[config.mk]
export PLATFORM = sky130hd
export DESIGN_NAME = serial_pattern_source
export DESIGN_NICKNAME = d
export VERILOG_FILES = /design/src/rtl/serial_pattern_source.sv
export SDC_FILE = /design/constraint.sdc
export NUM_CORES = 1
export LEC_CHECK = 0
export BUFFER_PORTS_ARGS = -buffer_cell sky130_fd_sc_hd__buf_2
export CAP_MARGIN = 10
export CORE_UTILIZATION = 40
export DETAILED_ROUTE_END_ITERATION = 16
export PLACE_DENSITY = 0.71
export SLEW_MARGIN = 20
export SYNTH_ARGS = -nofsm -noshare
export SYNTH_HDL_FRONTEND = slang
export SYNTH_SLANG_ARGS = --single-unit
[constraint.sdc]
create_clock -name clk -period 1.55 [get_ports clk]
set_input_delay 0.3875 -clock clk [delete_from_list [all_inputs] [get_ports clk]]
set_output_delay 0.3875 -clock clk [all_outputs]
set_load 0.02 [all_outputs]
[src/rtl/serial_pattern_source.sv]
// Valid/ready word in, one bit per en strobe out on J; first bit at least one edge after accept; din_ready = hold empty.
// A single holding register gives gap-free back-to-back words. Define SERIAL_PATTERN_PARITY_EN to append an even-parity bit.
module serial_pattern_source #(
    parameter int WIDTH     = 8,
    parameter int MSB_FIRST = 1,
    parameter int CNT_W     = 16
) (
    input  logic             clk,
    input  logic             rst,
    input  logic [WIDTH-1:0] din,
    input  logic             din_valid,
    output logic             din_ready,
    input  logic             en,
    output logic             J,
    output logic             J_valid,
    output logic             word_done,
    output logic             busy,
    output logic [CNT_W-1:0] words_sent
);

`ifdef SERIAL_PATTERN_PARITY_EN
    localparam int NBITS = WIDTH + 1;
`else
    localparam int NBITS = WIDTH;
`endif
    localparam int CW = $clog2(NBITS);
    localparam logic [CW-1:0] LOAD_CNT = CW'(NBITS - 1);

    typedef enum logic {S_IDLE, S_SHIFT} state_t;

    state_t             r_state;
    logic [WIDTH-1:0]   r_shift;
    logic [WIDTH-1:0]   r_hold;
    logic               r_hold_full;
    logic [CW-1:0]      r_cnt;
    logic               r_j;
    logic               r_jv;
    logic               r_done;
    logic [CNT_W-1:0]   r_words;
`ifdef SERIAL_PATTERN_PARITY_EN
    logic               r_par;
`endif

    logic               w_accept;
    logic               w_last;
    logic               w_load;
    logic               w_first;
    logic               w_next;
    logic [WIDTH-1:0]   w_hold_adv;
    logic [WIDTH-1:0]   w_shift_adv;

    assign w_accept    = din_valid & ~r_hold_full;
    assign w_last      = (r_state == S_SHIFT) & (r_cnt == '0);
    assign w_load      = en & r_hold_full & ((r_state == S_IDLE) | w_last);
    assign w_first     = (MSB_FIRST != 0) ? r_hold[WIDTH-1]  : r_hold[0];
    assign w_next      = (MSB_FIRST != 0) ? r_shift[WIDTH-1] : r_shift[0];
    assign w_hold_adv  = (MSB_FIRST != 0) ? (r_hold << 1)  : (r_hold >> 1);
    assign w_shift_adv = (MSB_FIRST != 0) ? (r_shift << 1) : (r_shift >> 1);

    always_ff @(posedge clk or negedge rst) begin
        if (!rst) begin
            r_state     <= S_IDLE;
            r_shift     <= '0;
            r_hold      <= '0;
            r_hold_full <= 1'b0;
            r_cnt       <= '0;
            r_j         <= 1'b0;
            r_jv        <= 1'b0;
            r_done      <= 1'b0;
            r_words     <= '0;
`ifdef SERIAL_PATTERN_PARITY_EN
            r_par       <= 1'b0;
`endif
        end else begin
            // Accept only when hold is empty, so a transfer always sees the old word.
            if (w_accept) begin
                r_hold      <= din;
                r_hold_full <= 1'b1;
            end else if (w_load) begin
                r_hold_full <= 1'b0;
            end

            if (en) begin
                if (w_last)
                    r_words <= r_words + 1'b1;

                if (w_load) begin
                    r_state <= S_SHIFT;
                    r_shift <= w_hold_adv;
                    r_j     <= w_first;
                    r_cnt   <= LOAD_CNT;
                    r_jv    <= 1'b1;
                    r_done  <= 1'b0;
`ifdef SERIAL_PATTERN_PARITY_EN
                    r_par   <= ^r_hold;
`endif
                end else if ((r_state == S_SHIFT) && (r_cnt != '0)) begin
                    r_cnt   <= r_cnt - 1'b1;
                    r_done  <= (r_cnt == CW'(1));
                    r_shift <= w_shift_adv;
`ifdef SERIAL_PATTERN_PARITY_EN
                    r_j     <= (r_cnt == CW'(1)) ? r_par : w_next;
`else
                    r_j     <= w_next;
`endif
                end else if (r_state == S_SHIFT) begin
                    r_state <= S_IDLE;
                    r_j     <= 1'b0;
                    r_jv    <= 1'b0;
                    r_done  <= 1'b0;
                end
            end
        end
    end

    assign din_ready  = ~r_hold_full;
    assign busy       = (r_state == S_SHIFT) | r_hold_full;
    assign J          = r_j;
    assign J_valid    = r_jv;
    assign word_done  = r_done;
    assign words_sent = r_words;

endmodule

* After elaboration in Yosys (flattened, before gate mapping)
Cells that the tools add are included.
Operators by class: bitwise gates (word level) 8, equal/unequal tests 2, reduce and logical (&&, ||, !) cells 12, muxes and demuxes 15, $add $sub $neg 2
Operator list (number):
- $add 16x1->16 const B | 1
- $mux 8 | 2
- $mux 1 | 11
- $reduce_and 2->1 | 4
- $mux 3 | 2
- $reduce_bool 2->1 | 3
- $reduce_bool 3->1 | 2
- $and 1x1->1 | 4
- $eq 3x1->1 const B | 1
- $logic_not 3->1 | 1
- $reduce_and 3->1 | 1
- $sub 3x1->3 const B | 1
- $ne 2x2->1 const B | 1
- $not 1->1 | 2
- $or 1x1->1 | 2
- $logic_and 1x1->1 | 1
Word-level totals: logic and storage cells 48, register bits after elaboration 40, output and inout port bits 21, input port bits 12

* Longest topological paths before layout
Gate-level depths: netlist of the first run.
depth in word-level cells 6, mapped depth 7, gate-level depth less buffers 6

* Worst setup path before layout of the first run
Ideal clock, no wire load.
kind reg2reg, start register r_words[0] (netlist: words_sent[0]), end register r_words[14] (netlist: words_sent[14]), data required time 1.421 ns, period minus slack after synthesis 1.498 ns, path buffers 0, setup slack 0.052 ns, stages on the path, launching flop included 6, arrival time 1.369 ns, setup time 0.129 ns, cell sequence dfrtp_1 ha_1 nand3_1 and4bb_1 nand4_1 xnor2_1
Between the ends: word-level cells in the longest chain between the ends 1
RTL lines:
- start: declaration | RTL line 39 | logic [CNT_W-1:0] r_words;
- start signal: assignment | RTL line 85 | r_words <= r_words + 1'b1;
- $add 16x1->16 | RTL line 85
Every way passes these cells. A chain may end at the register's enable or synchronous reset.

* Final worst setup path of the first run
start register r_hold_full, end output port busy
Between the ends: word-level cells in the longest chain between the ends 1
RTL lines:
- start: declaration | RTL line 34 | logic r_hold_full;
- start signal: assignment | RTL line 65 | r_hold_full <= 1'b0;
- start signal: assignment | RTL line 78 | r_hold_full <= 1'b1;
- start signal: assignment | RTL line 80 | r_hold_full <= 1'b0;
- $or 1x1->1 | RTL line 117 | assign busy = (r_state == S_SHIFT) | r_hold_full;
- end: declaration | RTL line 17 | output logic busy,
Every way passes these cells.

==> results of run 1 <==
-- cell families after synthesis --
| group | count (synthesis) | share of synthesized area (%) |
|---|---|---|
| multiplexers | 7 | 4.500 |
| flip-flops | 39 | 55.71 |
| AND/OR/NAND/NOR | 43 | 14.57 |
| AO/OA/AOI/OAI | 30 | 11.86 |
| XOR/XNOR | 15 | 7.500 |
| adder cells (fa/ha/maj) | 4 | 2.857 |
| buffers and inverters | 12 | 3.000 |
-- report_power, final --
group | leakage (uW) | switching, uW | internal, uW
Sequential | 0.000485 | 186 | 1340
Combinational | 0.000583 | 716 | 698
Clock | 0.0000422 | 351 | 316
Total | 0.00111 | 1250 | 2350
-- layer usage --
layer  share of wire, %  vias to the layer above
met5                  0                        -
met1                 47                      649
met4                1.8                        0
li1                   -                      643
met3                5.3                        7
met2                 46                       44
-- synthesized netlist by cell type, drive strengths merged --
cell | number | share of area [%]
a21oi | 3 | 0.86
or2 | 1 | 0.36
mux2 | 7 | 4.5
inv | 7 | 1.5
nor2b | 1 | 0.36
and3 | 1 | 0.36
o211ai | 1 | 0.43
and4 | 2 | 1.0
nand2b | 1 | 0.36
nor3 | 2 | 1.1
o21ai | 7 | 2.0
a21o | 1 | 0.43
o21a | 1 | 0.43
ha | 4 | 2.9
o2bb2ai | 1 | 0.50
a22oi | 2 | 0.86
o22ai | 6 | 2.1
a21boi | 1 | 0.64
nand3 | 5 | 1.4
nor2 | 4 | 0.86
and4bb | 1 | 0.71
a2bb2oi | 6 | 3.0
nand4b | 1 | 0.86
dfrtp | 39 | 56
clkbuf | 1 | 0.21
nand2 | 15 | 3.4
and4b | 1 | 0.57
xnor2 | 11 | 5.5
buf | 4 | 1.3
a32o | 1 | 0.57
xor2 | 4 | 2.0
nand4 | 8 | 3.2
-- worst max-delay path, delay by kind of cell, from the launching register on --
family                 cells  cell delay (ns)
flip-flops                 1             0.41
buffers and inverters      1             0.13
AND/OR/NAND/NOR            1             0.26
-- final timing paths --
check                           slack [ns]                  startpoint  depth (start not counted)                          to
worst max-delay path                  0.06     r_hold_full$_DFFE_PN0P_                          2                        busy
worst min-delay path                  0.13                         rst                          2   words_sent[4]$_DFFE_PN0P_
worst max register to register        0.09        r_cnt[0]$_DFFE_PN0P_                          5        r_cnt[2]$_DFFE_PN0P_
worst min register to register        0.47  words_sent[15]$_DFFE_PN0P_                          1  words_sent[15]$_DFFE_PN0P_
max in group asynchronous             1.06                         rst                          2         r_state$_DFFE_PN0P_
min in group clk                      0.30                      din[0]                          3       r_hold[0]$_DFFE_PN0P_
-- final cells by class --
cell class,instances,share of cell area [%]
clock buffer,7,3.435
clock inverter,1,0.2252
inverter,7,1.182
multi-input combinational,99,34.46
sequential,39,44.03
tap,50,2.815
timing repair buffer,50,13.85
-- timing repair --
action / in CTS / in global routing
pin swaps: 0 / 4
endpoints found under the setup margin: 1 / 23
buffers inserted: 3 / 1
gates resized for setup: 5 / 11
-- cells in the final DEF (no fill, tap or decap), drive strengths merged, types with 6 or more instances in the layout --
cell type and n:
a2bb2oi 6, buf 50, clkbuf 7, dfrtp 39
inv 7, mux2 7, nand2 15, nand4 8
o21ai 7, o22ai 6, xnor2 11
-- metrics by stage --
stage	hold WS, ns	TNS, ns
2_1_floorplan	0.09191	0
3_3_place_gp	0.4525	0
3_5_place_dp	0.4647	0
4_1_cts	0.1455	0
5_1_grt	0.1773	-0.003353
6_report	0.1305	0
-- flip-flops by register name, summed over array words and instances, names as in the netlist --
name	cells
r_state	1
word_done	1
r_hold	8
r_cnt	3
J_valid	1
r_shift	7
J	1
words_sent	16
r_hold_full	1
==> results.toml, run 1 <==
[global_route]
grt-ovfl-total = 0
grtUsageMet3_pct = 4.667
grt_pass1_vias = 1272
grt_use_met1_pct = 22.15
grt_max_degree = 40
antenna_found_initial = 0
top_usage_layer = "met2"
track_usage_pct = 17.43
met2_usage_pct = 27.21
grt_pass1_wl_um = 5865

[layout]
final-seq-area_um2 = 978.4
stdcell_area_um2 = 2222
nFillCells = 381
syn_to_final_growth_pct = 26.86
stdcell_count = 253
multiInputGateArea_um2 = 765.7
drive_gt1_share_pct = 37.93
antenna_cells = 0
post-route-util_pct = 54.00
final_nets = 218

[synthesis]
synth.distinct_cells = 35
ys_seq_elements = 39
yosys_warnings = 0
syn_area_um2 = 1752
ys_seq_area_share_pct = 55.71
syn_area_per_cell_um2 = 11.68
syn_nets = 166
netlist_instances = 150

[die]
start_util_pct = 42.57
chipHeight_um = 68.18
num_io_pins = 33
fp.dieW_um = 68.18
core_um2 = 4115
dieArea_um2 = 4648
rows = 23

[critical_path]
critPathArrivalTime_ns = 1.10
endpoint_kind = "output pin"
path_class = "flip-flop to output pin"
slowest_delay_ns = 0.41
cpMaxStageDelayCell = "dfrtp_2"
crit_required_ns = 1.16
path_max_fanout = 2
setup.worst_path.start_class = "flip-flop"
crit_chain = "or2_4, buf_6"

[pwr]
finalPower_uw = 3603
power_density_nw_per_um2 = 1621
leakage_uw = 0.001110
worst_ir_drop_vdd_uv = 939.2

[timing]
fin_crit_sh_pct = 95.83
tightest_slew_ns = 0.5296
fmax_mhz = 673.3
hold_viol_final = 0
setup_ws_ns = 0.06470
slew_violations = 0
fin_skew_ns = 0.006383
setup_violations = 0
timing.slew.headroom_pct = 64.32
period_needed_ns = 1.485

[clock_tree]
clk_pin_slew_worst_paths_ns = 0.08
h-tree-depth = 2
cts_num_sinks = 39
cts_tree = "yes"
cts-root-buf = "clkbuf_8"
clk_latency_ns = 0.30
hold_buffers = 0
clockBufferDepth = 2
numCtsBuffers = 5

[run]
drv_cap = 0

[place]
place_area_um2 = 2053
pre_cts_ws_ns = 0.01722
portBuffers = 32
gp_congestion = 0.7939
place_hpwl_um = 2371
dp.cells = 241

[detailed_routing]
remaining_drc_errors = 0
vias = 1343
ant_nets = 0
via_per_inst = 5.308
wl_per_cell_um = 13.90
routed_wl_um = 3516
drt_iter0_markers = 43
drtPass1Iterations = 4

[worst_hold_path]
hp-class = "input pin to asynchronous set/reset pin"

[outcome]
outcome = "complete, no violations"
Note: power is estimated with default switching activity, not from simulation.
==> run 2, diff against run 1 <==
Settings changed: MAX_ROUTING_LAYER from default to met4.
==> results.toml, run 2 (synthesis gave the netlist of run 1 again) <==
[outcome]
outcome = "complete, no violations"

[die]
core_um2 = 4115
num_io_pins = 33
start_util_pct = 42.57
rows = 23
fp.dieW_um = 68.18
chipHeight_um = 68.18
dieArea_um2 = 4648

[layout]
stdcell_area_um2 = 2222
final_nets = 218
antenna_cells = 0
layout_common_cells = "dfrtp_1, buf_2, buf_4, nand2_1, xnor2_1"
largest_reg_flops = 16
final_common_cell = "dfrtp_1"
syn_to_final_growth_pct = 26.86
post-route-util_pct = 54.00
nFillCells = 381
drive_gt1_share_pct = 37.93

[run]
drv_cap = 0

[worst_hold_path]
hp-class = "input pin to asynchronous set/reset pin"

[timing]
fin_skew_ns = 0.005378
tightest_slew_ns = 0.5342
setup_violations = 0
fin_crit_sh_pct = 95.73
fmax_mhz = 673.9
hold_viol_final = 0
timing.slew.headroom_pct = 64.01
setup_ws_ns = 0.06619
slew_violations = 0
period_needed_ns = 1.484

[critical_path]
setup.worst_path.start_class = "flip-flop"
cpMaxStageDelayCell = "dfrtp_2"
endpoint_kind = "output pin"
slowest_delay_ns = 0.41
path_depth = 2
crit_family = "flip-flops"
r2r_setup_slack_ns = 0.08
path_max_fanout = 2
crit_buf_inv = 1
path_class = "flip-flop to output pin"
critPathArrivalTime_ns = 1.10
reg2reg_depth = 5
crit_required_ns = 1.16
crit_chain = "or2_4, buf_6"

[detailed_routing]
routed_wl_um = 3528
vias = 1334
remaining_drc_errors = 0
via_per_inst = 5.273
drt_iter0_markers = 51
wl_per_cell_um = 13.94
ant_nets = 0
drtPass1Iterations = 4

[global_route]
grt_pass1_wl_um = 5858
antenna_found_initial = 0
grt_max_degree = 40
top_usage_layer = "met2"
grtUsageMet3_pct = 4.500
track_usage_pct = 17.94
grt_use_met1_pct = 22.36
grt-ovfl-total = 0
met2_usage_pct = 27.08
grt_pass1_vias = 1270

[clock_tree]
clk_pin_slew_worst_paths_ns = 0.08
cts_tree = "yes"
cts-root-buf = "clkbuf_8"
cts_num_sinks = 39
numCtsBuffers = 5
clockBufferDepth = 2
clk_latency_ns = 0.29
h-tree-depth = 2

[pwr]
worst_ir_drop_vdd_uv = 942.8
power_density_nw_per_um2 = 1623
leakage_uw = 0.001110

[place]
portBuffers = 32
place_hpwl_um = 2371
gp_congestion = 0.8052
place_area_um2 = 2053
pre_cts_ws_ns = 0.01722
## run 2: cell counts in the layout (fill, tap and decap cells not counted)
Identical to the previous run, type by type.
## run 2: worst register-to-register path, cell delays in order (launching register included)
cell     delay (ns)
dfrtp_1        0.39
inv_2          0.09
ha_4           0.16
a21oi_1        0.08
o21ai_0        0.45
a22oi_1        0.17
## run 2: final cells by class
cell class | count | area, um^2 | area share, %
sequential | 39 | 978.4 | 44.03
multi-input combinational | 99 | 765.7 | 34.46
timing repair buffer | 50 | 307.8 | 13.85
clock buffer | 7 | 76.32 | 3.435
tap | 50 | 62.56 | 2.815
inverter | 7 | 26.28 | 1.182
clock inverter | 1 | 5.005 | 0.2252
## run 2: worst paths after layout
kind,from,end
hold / removal,rst,words_sent[4]$_DFFE_PN0P_
min in group clk,din[0],r_hold[0]$_DFFE_PN0P_
setup reg to reg,r_cnt[0]$_DFFE_PN0P_,r_cnt[2]$_DFFE_PN0P_
max in group asynchronous,rst,r_state$_DFFE_PN0P_
setup / recovery,r_hold_full$_DFFE_PN0P_,busy
hold reg to reg,words_sent[15]$_DFFE_PN0P_,words_sent[15]$_DFFE_PN0P_
## run 2: metal layers
metal	vias to the layer above	part of all wire, %
li1	642	-
met1	649	48
met2	36	45
met3	7	4.4
met4	0	1.8
met5	-	0
## run 2: power breakdown
part / total, uW / internal, uW / switching, uW
clock network: 669 / 316 / 353
registers: 1520 / 1340 / 187
logic: 1420 / 698 / 718
total: 3610 / 2350 / 1260
## run 2: metrics by stage
step                power, uW  instances   TNS (ns)  hold WS [ns]
finish                   3607        253          0        0.1302
global route             3860        253  -0.003353        0.1773
CTS                      3530        252          0        0.1455
detailed placement       2802        241          0        0.4647
global placement         2770        241          0        0.4525
floorplan                2353        150          0       0.09191
## run 2: what timing repair did
action,CTS,global route
cloned,0,0
endpoints found under the setup margin,1,23
resized for setup,5,11
endpoints found under the hold margin,0,0
hold buffers,0,0
pin swaps,0,4
setup buffers,3,1
